## src/rtl/scan_sequencer_if.sv

```systemverilog
// Transmitter-facing link of scan_sequencer: scanline descriptor, initiate strobe, done return.
interface scan_sequencer_if #(
  parameter int unsigned DW_INPUT = 8,
  parameter int unsigned ANGLE_DW = 8,
  parameter int unsigned NPTS_DW  = 13
);
  logic                tx_initiate;
  logic [DW_INPUT-1:0] tx_r_0;
  logic [ANGLE_DW-1:0] tx_angle;
  logic [NPTS_DW-1:0]  tx_num_points;
  logic                tx_done;

  modport master (output tx_initiate, tx_r_0, tx_angle, tx_num_points, input tx_done);
  modport slave  (input tx_initiate, tx_r_0, tx_angle, tx_num_points, output tx_done);
endinterface

```

## src/rtl/scan_sequencer.sv

```systemverilog
// Frame-level scanline sequencer: walks a descriptor table, handshakes each line with the Transmitter.
// Define SCAN_CONTINUOUS_EN to wrap back to line 0 after the last line instead of finishing.
module scan_sequencer #(
  parameter int unsigned MAX_LINES = 16,
  parameter int unsigned DW_INPUT  = 8,
  parameter int unsigned ANGLE_DW  = 8,
  parameter int unsigned NPTS_DW   = 13,
  parameter int unsigned GAP_DW    = 16
) (
  input  logic                         clk,
  input  logic                         rst,
  input  logic                         cfg_we,
  input  logic [$clog2(MAX_LINES)-1:0] cfg_addr,
  input  logic [DW_INPUT-1:0]          cfg_r_0,
  input  logic [ANGLE_DW-1:0]          cfg_angle,
  input  logic [NPTS_DW-1:0]           cfg_num_points,
  input  logic [$clog2(MAX_LINES):0]   num_lines,
  input  logic [GAP_DW-1:0]            gap_cycles,
  input  logic                         start,
  input  logic                         abort,
  scan_sequencer_if.master             tx,
  output logic [$clog2(MAX_LINES)-1:0] line_idx,
  output logic                         busy,
  output logic                         frame_done,
  output logic                         aborted
);

  localparam int unsigned AW = $clog2(MAX_LINES);
  localparam int unsigned LW = AW + 1;

  typedef struct packed {
    logic [NPTS_DW-1:0]  num_points;
    logic [ANGLE_DW-1:0] angle;
    logic [DW_INPUT-1:0] r_0;
  } desc_t;

  typedef enum logic [2:0] {
    S_IDLE, S_LOAD, S_INIT, S_WAIT_DONE, S_GAP, S_FINISH, S_DRAIN
  } state_t;

  state_t            state_q, state_nxt;
  logic [AW-1:0]     line_nxt, line_adv;
  logic [LW-1:0]     lines_q, lines_clamped;
  logic [GAP_DW-1:0] gap_cfg_q, gap_cnt_q, gap_cnt_nxt;
  logic              start_ok, last_line;
  logic              frame_fire, abort_fire, initiate_c;
  desc_t             desc_mem [MAX_LINES];
  desc_t             desc_q;

  assign start_ok      = (state_q == S_IDLE) && start;
  assign lines_clamped = (num_lines > LW'(MAX_LINES)) ? LW'(MAX_LINES) : num_lines;
  assign last_line     = ({1'b0, line_idx} == (lines_q - LW'(1)));

`ifdef SCAN_CONTINUOUS_EN
  assign line_adv = last_line ? '0 : line_idx + AW'(1);
`else
  assign line_adv = line_idx + AW'(1);
`endif

  // Descriptor table: not reset, writable only while idle.
  always_ff @(posedge clk) begin
    if (cfg_we && !busy) begin
      desc_mem[cfg_addr] <= {cfg_num_points, cfg_angle, cfg_r_0};
    end
  end

  always_ff @(posedge clk) begin
    if (rst) begin
      state_q    <= S_IDLE;
      line_idx   <= '0;
      lines_q    <= '0;
      gap_cfg_q  <= '0;
      gap_cnt_q  <= '0;
      desc_q     <= '0;
      busy       <= 1'b0;
      frame_done <= 1'b0;
      aborted    <= 1'b0;
    end else begin
      state_q    <= state_nxt;
      line_idx   <= line_nxt;
      gap_cnt_q  <= gap_cnt_nxt;
      busy       <= (state_nxt != S_IDLE);
      frame_done <= frame_fire;
      aborted    <= abort_fire;
      if (start_ok) begin
        lines_q   <= lines_clamped;
        gap_cfg_q <= gap_cycles;
      end
      // Descriptor is captured on entry to LOAD so it is stable from LOAD through WAIT_DONE.
      if (state_nxt == S_LOAD) begin
        desc_q <= desc_mem[line_nxt];
      end
    end
  end

  // Next-state and strobe decode; abort outranks every other event in the same cycle.
  always_comb begin
    state_nxt   = state_q;
    line_nxt    = line_idx;
    gap_cnt_nxt = gap_cnt_q;
    frame_fire  = 1'b0;
    abort_fire  = 1'b0;
    initiate_c  = 1'b0;
    unique case (state_q)
      S_IDLE: begin
        if (start) begin
          line_nxt  = '0;
          state_nxt = (num_lines == '0) ? S_FINISH : S_LOAD;
          if (num_lines == '0) begin
            frame_fire = 1'b1;
          end
        end
      end
      S_LOAD: begin
        if (abort) begin
          state_nxt  = S_IDLE;
          abort_fire = 1'b1;
        end else begin
          state_nxt = S_INIT;
        end
      end
      S_INIT: begin
        if (abort) begin
          state_nxt  = S_IDLE;
          abort_fire = 1'b1;
        end else begin
          initiate_c = 1'b1;
          state_nxt  = S_WAIT_DONE;
        end
      end
      S_WAIT_DONE: begin
        if (abort) begin
          state_nxt  = tx.tx_done ? S_IDLE : S_DRAIN;
          abort_fire = tx.tx_done;
        end else if (tx.tx_done) begin
          gap_cnt_nxt = gap_cfg_q - GAP_DW'(1);
`ifdef SCAN_CONTINUOUS_EN
          frame_fire = last_line;
          state_nxt  = (gap_cfg_q == '0) ? S_LOAD : S_GAP;
          if (gap_cfg_q == '0) begin
            line_nxt = line_adv;
          end
`else
          if (last_line) begin
            frame_fire = 1'b1;
            state_nxt  = S_FINISH;
          end else begin
            state_nxt = (gap_cfg_q == '0) ? S_LOAD : S_GAP;
            if (gap_cfg_q == '0) begin
              line_nxt = line_adv;
            end
          end
`endif
        end
      end
      S_GAP: begin
        if (abort) begin
          state_nxt  = S_IDLE;
          abort_fire = 1'b1;
        end else if (gap_cnt_q == '0) begin
          state_nxt = S_LOAD;
          line_nxt  = line_adv;
        end else begin
          gap_cnt_nxt = gap_cnt_q - GAP_DW'(1);
        end
      end
      S_FINISH: begin
        state_nxt = S_IDLE;
      end
      S_DRAIN: begin
        if (tx.tx_done) begin
          state_nxt  = S_IDLE;
          abort_fire = 1'b1;
        end
      end
      default: begin
        state_nxt = S_IDLE;
      end
    endcase
  end

  assign tx.tx_initiate   = initiate_c;
  assign tx.tx_r_0        = desc_q.r_0;
  assign tx.tx_angle      = desc_q.angle;
  assign tx.tx_num_points = desc_q.num_points;

endmodule

```

## src/flat_wrapper.sv

```systemverilog
// flat-port wrapper written by rule: the top's interface ports become plain ports
module scan_sequencer_flat 
#(
  parameter int unsigned MAX_LINES = 16,
  parameter int unsigned DW_INPUT  = 8,
  parameter int unsigned ANGLE_DW  = 8,
  parameter int unsigned NPTS_DW   = 13,
  parameter int unsigned GAP_DW    = 16
)
  (clk, rst, cfg_we, cfg_addr, cfg_r_0, cfg_angle, cfg_num_points, num_lines, gap_cycles, start, abort, line_idx, busy, frame_done, aborted, tx_tx_initiate, tx_tx_r_0, tx_tx_angle, tx_tx_num_points, tx_tx_done);
  scan_sequencer_if #(.DW_INPUT(DW_INPUT), .ANGLE_DW(ANGLE_DW), .NPTS_DW(NPTS_DW)) tx_i ();
  input  logic clk;
  input  logic rst;
  input  logic cfg_we;
  input  logic [$clog2(MAX_LINES)-1:0] cfg_addr;
  input  logic [DW_INPUT-1:0] cfg_r_0;
  input  logic [ANGLE_DW-1:0] cfg_angle;
  input  logic [NPTS_DW-1:0] cfg_num_points;
  input  logic [$clog2(MAX_LINES):0] num_lines;
  input  logic [GAP_DW-1:0] gap_cycles;
  input  logic start;
  input  logic abort;
  output logic [$clog2(MAX_LINES)-1:0] line_idx;
  output logic busy;
  output logic frame_done;
  output logic aborted;
  output wire logic [$bits(tx_i.tx_initiate)-1:0] tx_tx_initiate;
  output wire logic [$bits(tx_i.tx_r_0)-1:0] tx_tx_r_0;
  output wire logic [$bits(tx_i.tx_angle)-1:0] tx_tx_angle;
  output wire logic [$bits(tx_i.tx_num_points)-1:0] tx_tx_num_points;
  input wire logic [$bits(tx_i.tx_done)-1:0] tx_tx_done;
  assign tx_tx_initiate = tx_i.tx_initiate;
  assign tx_tx_r_0 = tx_i.tx_r_0;
  assign tx_tx_angle = tx_i.tx_angle;
  assign tx_tx_num_points = tx_i.tx_num_points;
  assign tx_i.tx_done = tx_tx_done;
  scan_sequencer #(.MAX_LINES(MAX_LINES), .DW_INPUT(DW_INPUT), .ANGLE_DW(ANGLE_DW), .NPTS_DW(NPTS_DW), .GAP_DW(GAP_DW)) u_core (.clk(clk), .rst(rst), .cfg_we(cfg_we), .cfg_addr(cfg_addr), .cfg_r_0(cfg_r_0), .cfg_angle(cfg_angle), .cfg_num_points(cfg_num_points), .num_lines(num_lines), .gap_cycles(gap_cycles), .start(start), .abort(abort), .tx(tx_i), .line_idx(line_idx), .busy(busy), .frame_done(frame_done), .aborted(aborted));
endmodule
```

## config.mk

```make
export PLATFORM = sky130hd
export DESIGN_NAME = scan_sequencer_flat
export DESIGN_NICKNAME = d
export VERILOG_FILES = /design/src/rtl/scan_sequencer_if.sv /design/src/rtl/scan_sequencer.sv /design/src/flat_wrapper.sv
export SDC_FILE = /design/constraint.sdc
export NUM_CORES = 1
export LEC_CHECK = 0
export CAP_MARGIN = 25
export CORE_UTILIZATION = 50
export DETAILED_ROUTE_END_ITERATION = 16
export GPL_TIMING_DRIVEN = 0
export PLACE_DENSITY_LB_ADDON = 0.1
export SLEW_MARGIN = 0
export SYNTH_ARGS = -nofsm -noshare
export SYNTH_HDL_FRONTEND = slang
export SYNTH_SLANG_ARGS = --single-unit
```

## constraint.sdc

```tcl
create_clock -name clk -period 11.15 [get_ports clk]
set_input_delay 1.6725 -clock clk [delete_from_list [all_inputs] [get_ports clk]]
set_output_delay 1.6725 -clock clk [all_outputs]
set_load 0.02 [all_outputs]
```

### Word level (Yosys, flattened, before mapping)

Memory sizes are Yosys's and may differ from the RTL's. A register that Yosys moved wholly into a read port is not among the register bits.
Cells that the tools add are included.

| storage, ports and cells | value |
|---|---|
| register bits | 47 |
| bits in writable memories | 464 |
| bits of input ports | 60 |
| output and inout port bits | 37 |
| word-level logic and storage cells | 77 |
| memories kept | 1 |

Memory list:

| memory | depth | width | read ports | clocked after memory_dff | wr ports | RTL line | RTL |
|---|---|---|---|---|---|---|---|
| u_core.desc_mem | 16 | 29 | 1 | 1 | 1 | scan_sequencer.sv:47 | `desc_t desc_mem [MAX_LINES];` |

| cells by class | value |
|---|---|
| add/subtract/negate cells | 4 |
| magnitude comparators | 1 |
| equal/unequal tests | 11 |
| mux-type cells | 41 |
| reductions and logical operators | 11 |

Operator list:

| kind | number |
|---|---|
| $mux 16 | 4 |
| $logic_not 16->1 | 2 |
| $pmux 16 s2 | 1 |
| $sub 16x1->16 const B | 2 |
| $mux 3 | 10 |
| $mux 4 | 7 |
| $pmux 3 s6 | 1 |
| $mux 1 | 12 |
| $pmux 4 s3 | 1 |
| $ne 2x2->1 const B | 4 |
| $eq 3x1->1 const B | 2 |
| $eq 3x2->1 const B | 2 |
| $eq 3x3->1 const B | 2 |
| $eq 4x5->1 | 1 |
| $gt 5x5->1 const B | 1 |
| $logic_not 5->1 | 1 |
| $mux 5 | 1 |
| $reduce_and 5->1 | 1 |
| $sub 5x1->5 const B | 1 |
| $add 4x1->4 const B | 1 |
| $mux 2 | 2 |
| $logic_not 3->1 | 1 |
| $pmux 1 s3 | 1 |
| $reduce_bool 3->1 | 1 |
| 5 further kinds | 6 |

### Longest topological paths before layout

Gate-level depths: netlist of run 1.

| logic depth | value |
|---|---|
| depth after elaboration | 7 |
| gate-level depth with buffers | 14 |
| gate-level depth less buffers | 11 |

### Worst setup path after synthesis of run 1

OpenSTA, ideal clock, no wires.

| path | value |
|---|---|
| path type | input to register |
| start point | in cfg_we |
| end point | mem u_core.desc_mem[8][0] in the netlist's numbering, enable pin |
| setup time | 452 ps |
| data arrival time | 4,254 ps |
| required time | 10,698 ps |
| slack | 6,444 ps |
| stages on the path | 3 |
| buffers on the path | 0 |
| cells stage by stage | nand2b_1 > or3b_2 > nor3_1 |

| between the ends | value |
|---|---|
| longest elaborated chain between the ends | 3 |

RTL lines:

| item | RTL line | RTL |
|---|---|---|
| start: declaration | flat_wrapper.sv:14 | `input logic cfg_we;` |
| $logic_and 1x1->1 | scan_sequencer.sv:62 | `if (cfg_we && !busy) begin` |
| $mux 1 | scan_sequencer.sv:62 |  |
| $mux 1 (implied by the code) | scan_sequencer.sv:63 | `desc_mem[cfg_addr] <= {cfg_num_points, cfg_angle, cfg_r_0};` |
| end: declaration | scan_sequencer.sv:47 |  |

Every way passes these cells.

### Worst setup path after layout of run 1

| path | value |
|---|---|
| start point | in start |
| end point | reg, netlist name u_core.tx.tx_num_points[1] |

| between the ends | value |
|---|---|
| longest elaborated chain between the ends | 3 |
| elaborated cells on any way between the ends | 5 |
| those cells by class | 1 x eq/ne; 4 x mux |

RTL lines:

| item | RTL line | RTL |
|---|---|---|
| start: declaration | flat_wrapper.sv:21 | `input logic start;` |
| $mux 3 | scan_sequencer.sv:106 | `if (start) begin` |
| $pmux 3 s6 | scan_sequencer.sv:104 | `unique case (state_q)` |
| $eq 3x1->1 | scan_sequencer.sv:90 | `if (state_nxt == S_LOAD) begin` |

Several ways; a longest one is shown, not always the timed one.
A chain may end at the register's enable or synchronous reset.

==> results.py, run 1 <==
metrics = {
    "status": {
        "status": "finished, final reports clean",
    },
    "clock_network": {
        "numClockSinks": 540,
        "cts_root_buf": "clkbuf_16",
        "clk_path_buf_depth": 3,
        "ctsHoldBuffers": 0,
        "cts_buffers": 55,
        "insertion_delay_ps": 620,
        "cts_tree": "built",
        "cts-htree-levels": 2,
        "cts_setup_buffers": 0,
        "path_clk_slew_ps": 60,
        "cts_resized": 0,
    },
    "setup_path": {
        "cpMaxStageDelayCell": "clkbuf_1",
        "r2r_slack_ps": 6600,
        "crit_fanout": 10,
        "cp.required_ps": 11700,
        "critPathKind": "in -> reg",
        "cp.arrival_ps": 5980,
        "critPathMaxStageDelay_ps": 650,
        "cp.buffers_inverters": 3,
        "crit_path_end_kind": "flip-flop",
        "path_common_cell": "clkbuf_1",
        "start_kind": "input port",
        "path_cells": "clkdlybuf4s50_1 -> nor4b_2 -> nor3_1 -> a211oi_2 -> nand2_1 -> a31oi_1 -> clkbuf_1 -> clkbuf_1 -> o2111ai_1 -> nand3_1",
        "cp_top_family": "buffers and inverters",
    },
    "grt": {
        "grt_pass1_vias": 16830,
        "antenna_found_initial": 0,
        "grt.total_usage_pct": 30.37,
        "overflow": 0,
        "grt_pass1_wl_um": 105600,
        "grt_max_degree": 20,
    },
    "floorplanning": {
        "dieWidth_um": 217.9,
        "rows": 78,
        "start_util_pct": 51.03,
        "ios": 97,
        "coreArea_mm2": 0.04567,
        "die_h_um": 217.9,
        "dieArea_mm2": 0.04748,
    },
    "yosys": {
        "ys_seq_area_share_pct": 66.31,
        "syn_avg_cell_area_um2": 11.97,
        "synth_nets": 2010,
        "syn-cell-area_mm2": 0.02331,
        "synth_edf_count": 464,
        "ys_warn_count": 0,
        "synth-main-ff-cell": "edfxtp_1",
        "async_flop_share_pct": 0,
        "ys_types": 67,
        "ys_seq_elements": 540,
        "synth_cells": 1947,
    },
    "drt": {
        "ant_nets": 0,
        "vias": 17380,
        "dr.first_iter.drc_count": 1938,
        "drc": 0,
        "wl_per_cell_um": 25.88,
        "top_layer": "met4",
        "met1_length_um": 29420,
        "dr_wl_met3_um": 6817,
        "dr.pass1.iters": 5,
        "wl_um": 71650,
        "vias_per_cell": 6.275,
        "dr_wl_met2_um": 32870,
    },
    "timing": {
        "slew_headroom_pct": 30.24,
        "fin_hold_ws_ps": 501.4,
        "slew_viol_final": 0,
        "fmax_mhz": 184.2,
        "fin_setup_tns_ps": 0,
        "finalHoldViolCount": 0,
        "worst_pin_slew_ps": 1041,
        "fin_crit_sh_pct": 48.69,
        "skew_ps": 14.37,
        "setup_viol": 0,
        "rsz0062_at_grt": "false",
        "layout_min_cycle_time_ps": 5429,
    },
    "power": {
        "p_leak_nw": 9.590,
        "clkPwrFrac_pct": 43.7,
        "pwr_density_cell_mw_per_mm2": 162.4,
        "power_frac_seq_pct": 50.4,
        "switching_share_pct": 22.05,
        "p_sw_mw": 0.9837,
        "ir_drop_uv": 129.0,
        "p_comb_share_pct": 5.9,
        "p_int_mw": 3.477,
    },
    "hold_path": {
        "worst_hold_path_type": "reg -> reg",
    },
    "final_layout": {
        "num-fill-cells": 3699,
        "syn2layout_area_growth_pct": 17.88,
        "diodes": 0,
        "nets": 2186,
        "drive_gt1_share_pct": 8.621,
        "instances_no_fill": 2769,
    },
    "flow_run": {
        "cap_viol_max_count": 0,
    },
    "place": {
        "gp_congestion": 0.8974,
        "dp_hpwl_um": 47790,
        "place_inst": 2665,
        "io_buffers": 95,
    },
}
metal layers:
layer,vias up,track usage (%)
li1,7747,-
met4,0,12.12
met1,8528,41.01
met5,-,0
met2,934,47.96
met3,167,6.332
worst paths after layout:
check,start,endpoint,depth (start not counted)
setup / recovery,start,u_core.tx.tx_num_points[1],10
hold / removal,u_core.tx.tx_angle[7],u_core.tx.tx_angle[7],2
setup reg to reg,u_core.state_q[0],u_core.gap_cnt_q[12],14
hold reg to reg,u_core.tx.tx_angle[7],u_core.tx.tx_angle[7],2
tightest hold or removal path, cell delays in order, from the launching register on:
cell and delay, ps:
dfxtp_1 330, a32oi_1 70, nand3_1 70
power groups by stage:
stage / Combinational, mW / Sequential, mW / Clock [mW]
global placement: 0.244 / 2.29 / 0
floorplan: 0.120 / 2.30 / 0
detailed placement: 0.258 / 2.29 / 0
CTS: 0.260 / 2.25 / 1.96
finish: 0.262 / 2.25 / 1.95
global route: 0.282 / 2.25 / 2.03
synthesized netlist by cell type, drive strengths merged (3+ instances only):
master | count | area [um2]
nor3 | 52 | 260.3
and2 | 5 | 31.28
inv | 6 | 22.52
nand3 | 65 | 325.3
a21o | 62 | 465.5
nor4 | 3 | 33.78
edfxtp | 464 | 13930
o21ai | 141 | 705.7
nor4b | 5 | 56.31
a211oi | 7 | 57.55
o2111ai | 32 | 286.5
mux2i | 70 | 700.7
o211ai | 4 | 30.03
dfxtp | 76 | 1521
nor2 | 199 | 747.0
or3 | 6 | 42.54
a32oi | 58 | 508.0
clkbuf | 99 | 371.6
nand4 | 3 | 18.77
nand3b | 9 | 67.56
mux2 | 6 | 67.56
xnor2 | 4 | 35.03
or2 | 4 | 25.02
and3b | 3 | 26.28
a21oi | 132 | 664.4
nor2b | 3 | 18.77
a221o | 29 | 290.3
a311oi | 31 | 271.5
nand2b | 5 | 31.28
nand2 | 272 | 1021
a31oi | 11 | 83.83
xor2 | 8 | 70.07
ha | 3 | 37.54
buf | 44 | 229.0
cells in the final DEF, fill, tap and decap left out, types with 29 or more instances in the layout:
master / synthesis / layout
a21o_1: 62 / 62
a21oi_1: 131 / 131
a221o_1: 29 / 29
a311oi_1: 31 / 31
a32oi_1: 58 / 58
buf_2: 33 / 33
clkbuf_1: 99 / 110
clkbuf_16: 0 / 57
clkdlybuf4s50_1: 0 / 95
dfxtp_1: 76 / 76
edfxtp_1: 464 / 464
mux2i_1: 70 / 70
nand2_1: 272 / 272
nand3_1: 65 / 65
nor2_1: 199 / 187
nor3_1: 52 / 48
o2111ai_1: 31 / 31
o21ai_0: 124 / 124
state kept, by name, summed over array words and instances, names as in the netlist:
signal                   count
u_core.desc_mem            464
u_core.gap_cfg_q            16
u_core.gap_cnt_q            16
u_core.tx.tx_num_points     13
u_core.tx.tx_angle           8
u_core.tx.tx_r_0             8
u_core.lines_q               5
u_core.line_idx              4
u_core.state_q               3
u_core.aborted               1
u_core.busy                  1
u_core.frame_done            1
stage by stage:
stage          utilization [%]  setup WS, ps  instance area, um2  power (mW)
6_report                 60.16          5721               27480       4.461
5_1_grt                  60.16          5612               27480       4.567
4_1_cts                  60.13          5899               27460       4.472
3_5_place_dp             55.95          5250               25550       2.549
3_3_place_gp             54.76          3674               25010       2.536
2_1_floorplan                -          6444               23310       2.415
cell families (layout without fill, tap and decap cells):
family / count (synthesis) / in the layout / share of synthesized area (%)
XOR/XNOR: 12 / 12 / 0.4509
AO/OA/AOI/OAI: 521 / 521 / 15.06
buffers and inverters: 149 / 371 / 2.673
AND/OR/NAND/NOR: 646 / 646 / 12.05
adder cells (fa/ha/maj): 3 / 3 / 0.1611
flip-flops: 540 / 540 / 66.31
multiplexers: 76 / 76 / 3.296
area by class of cell:
class	count	area [um2]	share of cell area, %
buffer	143	600.6	2.186
clock inverter	29	359.1	1.307
clock buffer	74	1550	5.642
timing repair buffer	119	1398	5.087
multi-input combinational	1258	7340	26.71
sequential	540	15450	56.25
inverter	6	22.52	0.08197
tap	600	750.7	2.732
(Power assumes the default switching activity.)
==> run 2: changes to the inputs <==
Clock period 11.15 ns to 4.6 ns, I/O delays scaled along.
==> results.py, run 2 (same netlist as run 1, synthesis figures left out) <==
metrics = {
    "clock_network": {
        "cts-htree-levels": 2,
        "cts_tree": "built",
        "numClockSinks": 540,
        "cts_buffers": 55,
        "clk_path_buf_depth": 3,
        "cts_root_buf": "clkbuf_16",
        "insertion_delay_ps": 620,
        "path_clk_slew_ps": 60,
        "ctsHoldBuffers": 0,
    },
    "setup_path": {
        "cpMaxStageDelayCell": "a211oi_2",
        "critPathKind": "in -> reg",
        "start_kind": "input port",
        "crit_fanout": 10,
        "cp_top_family": "buffers and inverters",
        "path_cells": "clkdlybuf4s50_1 -> nor4b_2 -> nor3_1 -> a211oi_2 -> nand2_1 -> a31oi_1 -> clkbuf_1 -> clkbuf_1 -> o2111ai_1 -> nand3_1",
        "critPathMaxStageDelay_ps": 650,
        "cp.arrival_ps": 4960,
        "cp.buffers_inverters": 3,
        "path_common_cell": "clkbuf_1",
        "cp.required_ps": 5150,
        "crit_path_end_kind": "flip-flop",
    },
    "timing": {
        "worst_pin_slew_ps": 1077,
        "skew_ps": 11.74,
        "setup_viol": 0,
        "slew_headroom_pct": 27.80,
        "slew_viol_final": 0,
        "setup_ws_ps": 189.5,
        "layout_min_cycle_time_ps": 4410,
        "fin_crit_sh_pct": 95.88,
        "fmax_mhz": 226.7,
        "rsz0062_at_grt": "false",
        "fin_setup_tns_ps": 0,
        "finalHoldViolCount": 0,
    },
    "final_layout": {
        "largest_register_ffs": 464,
        "syn2layout_area_growth_pct": 17.87,
        "diodes": 0,
        "layout_commonest_cell": "edfxtp_1",
        "design_area_mm2": 0.02747,
        "reg.largest.list": "u_core.desc_mem (464), u_core.gap_cfg_q (16), u_core.gap_cnt_q (16)",
        "drive_gt1_share_pct": 8.672,
        "largest_register": "u_core.desc_mem",
        "nets": 2185,
        "mostFrequentLayoutCells": "464 x edfxtp_1, 272 x nand2_1, 187 x nor2_1",
    },
    "status": {
        "status": "finished, final reports clean",
    },
    "drt": {
        "wl_um": 71670,
        "dr.pass1.iters": 5,
        "drc": 0,
        "wl_per_cell_um": 25.89,
        "ant_nets": 0,
        "vias": 17320,
        "dr.first_iter.drc_count": 1880,
        "vias_per_cell": 6.257,
    },
    "grt": {
        "grt.total_usage_pct": 30.37,
        "grt_pass1_wl_um": 105600,
        "grt_pass1_vias": 16830,
        "overflow": 0,
        "antenna_found_initial": 0,
        "grt_max_degree": 20,
    },
    "place": {
        "gp_congestion": 0.8974,
        "postPlaceCellArea_mm2": 0.02555,
        "io_buffers": 95,
        "dp_hpwl_um": 47790,
        "dp_slack_ps": -317.3,
    },
    "power": {
        "p_sw_mw": 2.385,
        "p_comb_share_pct": 5.9,
        "power_frac_seq_pct": 50.4,
        "p_int_mw": 8.428,
        "clkPwrFrac_pct": 43.7,
        "ir_drop_uv": 312.9,
        "pwr_density_cell_mw_per_mm2": 393.6,
        "switching_share_pct": 22.06,
        "p_leak_nw": 9.592,
        "p_total_mw": 10.81,
    },
    "floorplanning": {
        "coreArea_mm2": 0.04567,
        "die_h_um": 217.9,
        "rows": 78,
        "ios": 97,
        "start_util_pct": 51.03,
        "dieArea_mm2": 0.04748,
        "dieWidth_um": 217.9,
    },
    "hold_path": {
        "worst_hold_path_type": "reg -> reg",
    },
    "flow_run": {
        "cap_viol_max_count": 0,
    },
}
[run 2: tightest hold or removal path, cell delays in order, from the launching register on]
cell and delay (ps):
dfxtp_1 330, a32oi_1 70, nand3_1 70
[run 2: layer usage]
| metal | GRT usage (%) | vias to the layer above | share of wire [%] | wire length, um |
|---|---|---|---|---|
| met1 | 41.01 | 8476 | 41 | 29120 |
| met5 | 0 | - | 0 | 0 |
| li1 | - | 7736 | - | - |
| met3 | 6.332 | 165 | 10 | 7230 |
| met2 | 47.96 | 943 | 46 | 32840 |
| met4 | 12.12 | 0 | 3.5 | 2483 |
[run 2: area by class of cell]
class | count | area, um2
Fill cell | 3697 | 18200
Sequential cell | 540 | 15450
Multi-Input combinational cell | 1258 | 7340
Clock buffer | 74 | 1550
Timing Repair Buffer | 119 | 1398
Tap cell | 600 | 750.7
Buffer | 142 | 598.1
Clock inverter | 29 | 359.1
Inverter | 6 | 22.52
[run 2: worst paths after layout]
kind / start / to / slack, ps / depth (start not counted)
worst max register to register: u_core.state_q[1] / u_core.tx.tx_num_points[1] / 210 / 10
worst min-delay path: u_core.tx.tx_angle[7] / u_core.tx.tx_angle[7] / 500 / 2
worst min register to register: u_core.tx.tx_angle[7] / u_core.tx.tx_angle[7] / 500 / 2
worst max-delay path: start / u_core.tx.tx_num_points[1] / 190 / 10
[run 2: repair_timing]
item / CTS / global route
gates resized for setup: 0 / 2
endpoints found under the setup margin: 0 / 2
setup buffers: 0 / 0
[run 2: power groups by stage]
stage | logic (mW) | registers (mW) | clock network (mW)
after floorplan | 0.290 | 5.56 | 0
after global placement | 0.591 | 5.56 | 0
after detailed placement | 0.625 | 5.55 | 0
after CTS | 0.630 | 5.45 | 4.76
after global routing | 0.684 | 5.46 | 4.93
final | 0.635 | 5.45 | 4.73
[run 2: through the flow]
step,std cells,utilization [%],hold slack (ps)
5_1_grt,2768,60.15,517.2
4_1_cts,2768,60.13,497.1
3_5_place_dp,2665,55.95,482.4
6_report,2768,60.15,496.7
3_3_place_gp,2642,54.76,475.0
2_1_floorplan,1947,-,445.0
==> run 3: changes to the inputs <==
Settings changed: CAP_MARGIN 25 to 0.
==> results.py, run 3 (same netlist as run 1, synthesis figures left out) <==
metrics = {
    "final_layout": {
        "reg.largest.list": "u_core.desc_mem (464), u_core.gap_cfg_q (16), u_core.gap_cnt_q (16)",
        "syn2layout_area_growth_pct": 17.97,
        "design_area_mm2": 0.02750,
        "drive_gt1_share_pct": 8.764,
        "layout_commonest_cell": "edfxtp_1",
        "largest_register_ffs": 464,
        "fin_util_pct": 60.20,
        "diodes": 0,
        "nets": 2184,
        "mostFrequentLayoutCells": "464 x edfxtp_1, 272 x nand2_1, 187 x nor2_1",
        "largest_register": "u_core.desc_mem",
    },
    "floorplanning": {
        "ios": 97,
        "die_h_um": 217.9,
        "start_util_pct": 51.03,
        "dieArea_mm2": 0.04748,
        "rows": 78,
        "coreArea_mm2": 0.04567,
        "dieWidth_um": 217.9,
    },
    "power": {
        "pwr_density_cell_mw_per_mm2": 395.3,
        "ir_drop_uv": 313.8,
        "p_total_mw": 10.87,
        "p_leak_nw": 9.604,
    },
    "hold_path": {
        "worst_hold_path_type": "reg -> reg",
        "whs_path_depth": 2,
        "hp-start": "u_core.lines_q[1]",
        "holdPathEnd": "u_core.lines_q[1]",
    },
    "grt": {
        "grt_pass1_vias": 16950,
        "grt_util_met3_pct": 6.416,
        "grt_max_degree": 20,
        "grt.total_usage_pct": 30.37,
        "overflow": 0,
        "top_usage_layer": "met2",
        "grtUsageMet1_pct": 41.15,
        "met2_usage_pct": 47.79,
        "grt_pass1_wl_um": 105800,
        "antenna_found_initial": 0,
    },
    "setup_path": {
        "cp.required_ps": 5150,
        "cpMaxStageDelayCell": "buf_1",
        "critPathKind": "in -> reg",
        "critPathMaxStageDelay_ps": 780,
        "cp.buffers_inverters": 3,
        "path_cells": "clkdlybuf4s50_1 -> nor4b_2 -> nor3_1 -> a211oi_2 -> nand2b_1 -> and3_1 -> clkbuf_1 -> buf_1 -> nand2_1 -> nand3_1 -> o2111ai_1 -> nand3_1",
        "regToRegStartpoint": "u_core.state_q[1]",
        "cp_top_family": "buffers and inverters",
        "crit_fanout": 10,
        "r2r_cells": 12,
        "reg2reg_to": "u_core.tx.tx_r_0[6]",
        "crit_path_end_kind": "flip-flop",
        "r2r_slack_ps": 210,
        "path_common_cell": "nand3_1",
        "cp.arrival_ps": 4980,
        "start_kind": "input port",
    },
    "place": {
        "dp_hpwl_um": 47760,
        "gp_congestion": 0.8974,
        "io_buffers": 95,
        "dp_slack_ps": -336.9,
        "postPlaceCellArea_mm2": 0.02555,
    },
    "clock_network": {
        "cts_buffers": 55,
        "clk_path_buf_depth": 3,
        "ctsHoldBuffers": 0,
        "insertion_delay_ps": 620,
        "cts_root_buf": "clkbuf_16",
        "path_clk_slew_ps": 60,
        "numClockSinks": 540,
        "cts-htree-levels": 2,
        "cts_tree": "built",
    },
    "drt": {
        "vias_per_cell": 6.294,
        "ant_nets": 0,
        "wl_per_cell_um": 25.90,
        "vias": 17420,
        "dr.pass1.iters": 5,
        "wl_um": 71690,
        "dr.first_iter.drc_count": 2149,
        "drc": 0,
    },
    "timing": {
        "worst_pin_slew_ps": 1095,
        "fin_crit_sh_pct": 96.15,
        "fmax_mhz": 226.1,
        "layout_min_cycle_time_ps": 4423,
        "slew_viol_final": 0,
        "fin_setup_tns_ps": 0,
        "skew_ps": 14.54,
        "rsz0062_at_grt": "false",
        "slew_headroom_pct": 26.61,
        "setup_viol": 0,
        "setup_ws_ps": 177.0,
        "finalHoldViolCount": 0,
    },
    "flow_run": {
        "cap_viol_max_count": 0,
    },
    "status": {
        "status": "finished, final reports clean",
    },
}
==> run 3: layout make-up <==
type,instances,area (um2)
plain buffers,142,599.3
clock buffers,77,1592
clock inverters,27,350.3
fillers,3702,18180
inverters,6,22.52
multi-input cells,1258,7340
flip-flops and latches,540,15450
well taps,600,750.7
repair buffers,118,1386
==> run 3: worst register-to-register path, cell delays in order (launching register included) <==
cell	delay, ps
dfxtp_1	330
buf_2	180
nor4b_2	700
nor3_1	120
a211oi_2	680
nand2b_1	210
and3_1	190
clkbuf_1	620
buf_1	790
nand2_1	130
nand3_1	120
o2111ai_1	130
nand3_1	130
==> run 3: worst max-delay path by stage <==
stage	from	endpoint	cells past startpoint
after detailed placement	start	u_core.tx.tx_num_points[1]	10
after global routing	start	u_core.tx.tx_angle[2]	12
final	start	u_core.tx.tx_r_0[6]	12
after global placement	cfg_we	u_core.desc_mem[4][3]	5
after floorplan	cfg_we	u_core.desc_mem[8][0]	3
after CTS	u_core.state_q[0]	u_core.gap_cnt_q[12]	14
==> run 3: what timing repair did <==
action	CTS	global route
setup buffers	0	0
resized for setup	0	4
hold endpoints to repair	0	0
endpoints found under the setup margin	0	3
==> run 3: power by group <==
group          leakage (nW)  internal, mW  switching [mW]
registers              4.81          5.40          0.0522
logic                  3.84         0.216           0.419
clock network         0.956          2.86            1.92
==> run 3: per-layer routing <==
metal,vias up,wire length [um]
met5,-,0
met4,0,2370
met3,153,6724
met2,905,32970
met1,8624,29620
li1,7741,-
==> run 3: metrics by stage <==
step | std cells | hold WS [ps]
after global routing | 2768 | 519.4
after floorplan | 1947 | 445.0
after detailed placement | 2665 | 482.4
final | 2768 | 492.0
after CTS | 2769 | 492.9
after global placement | 2642 | 475.0
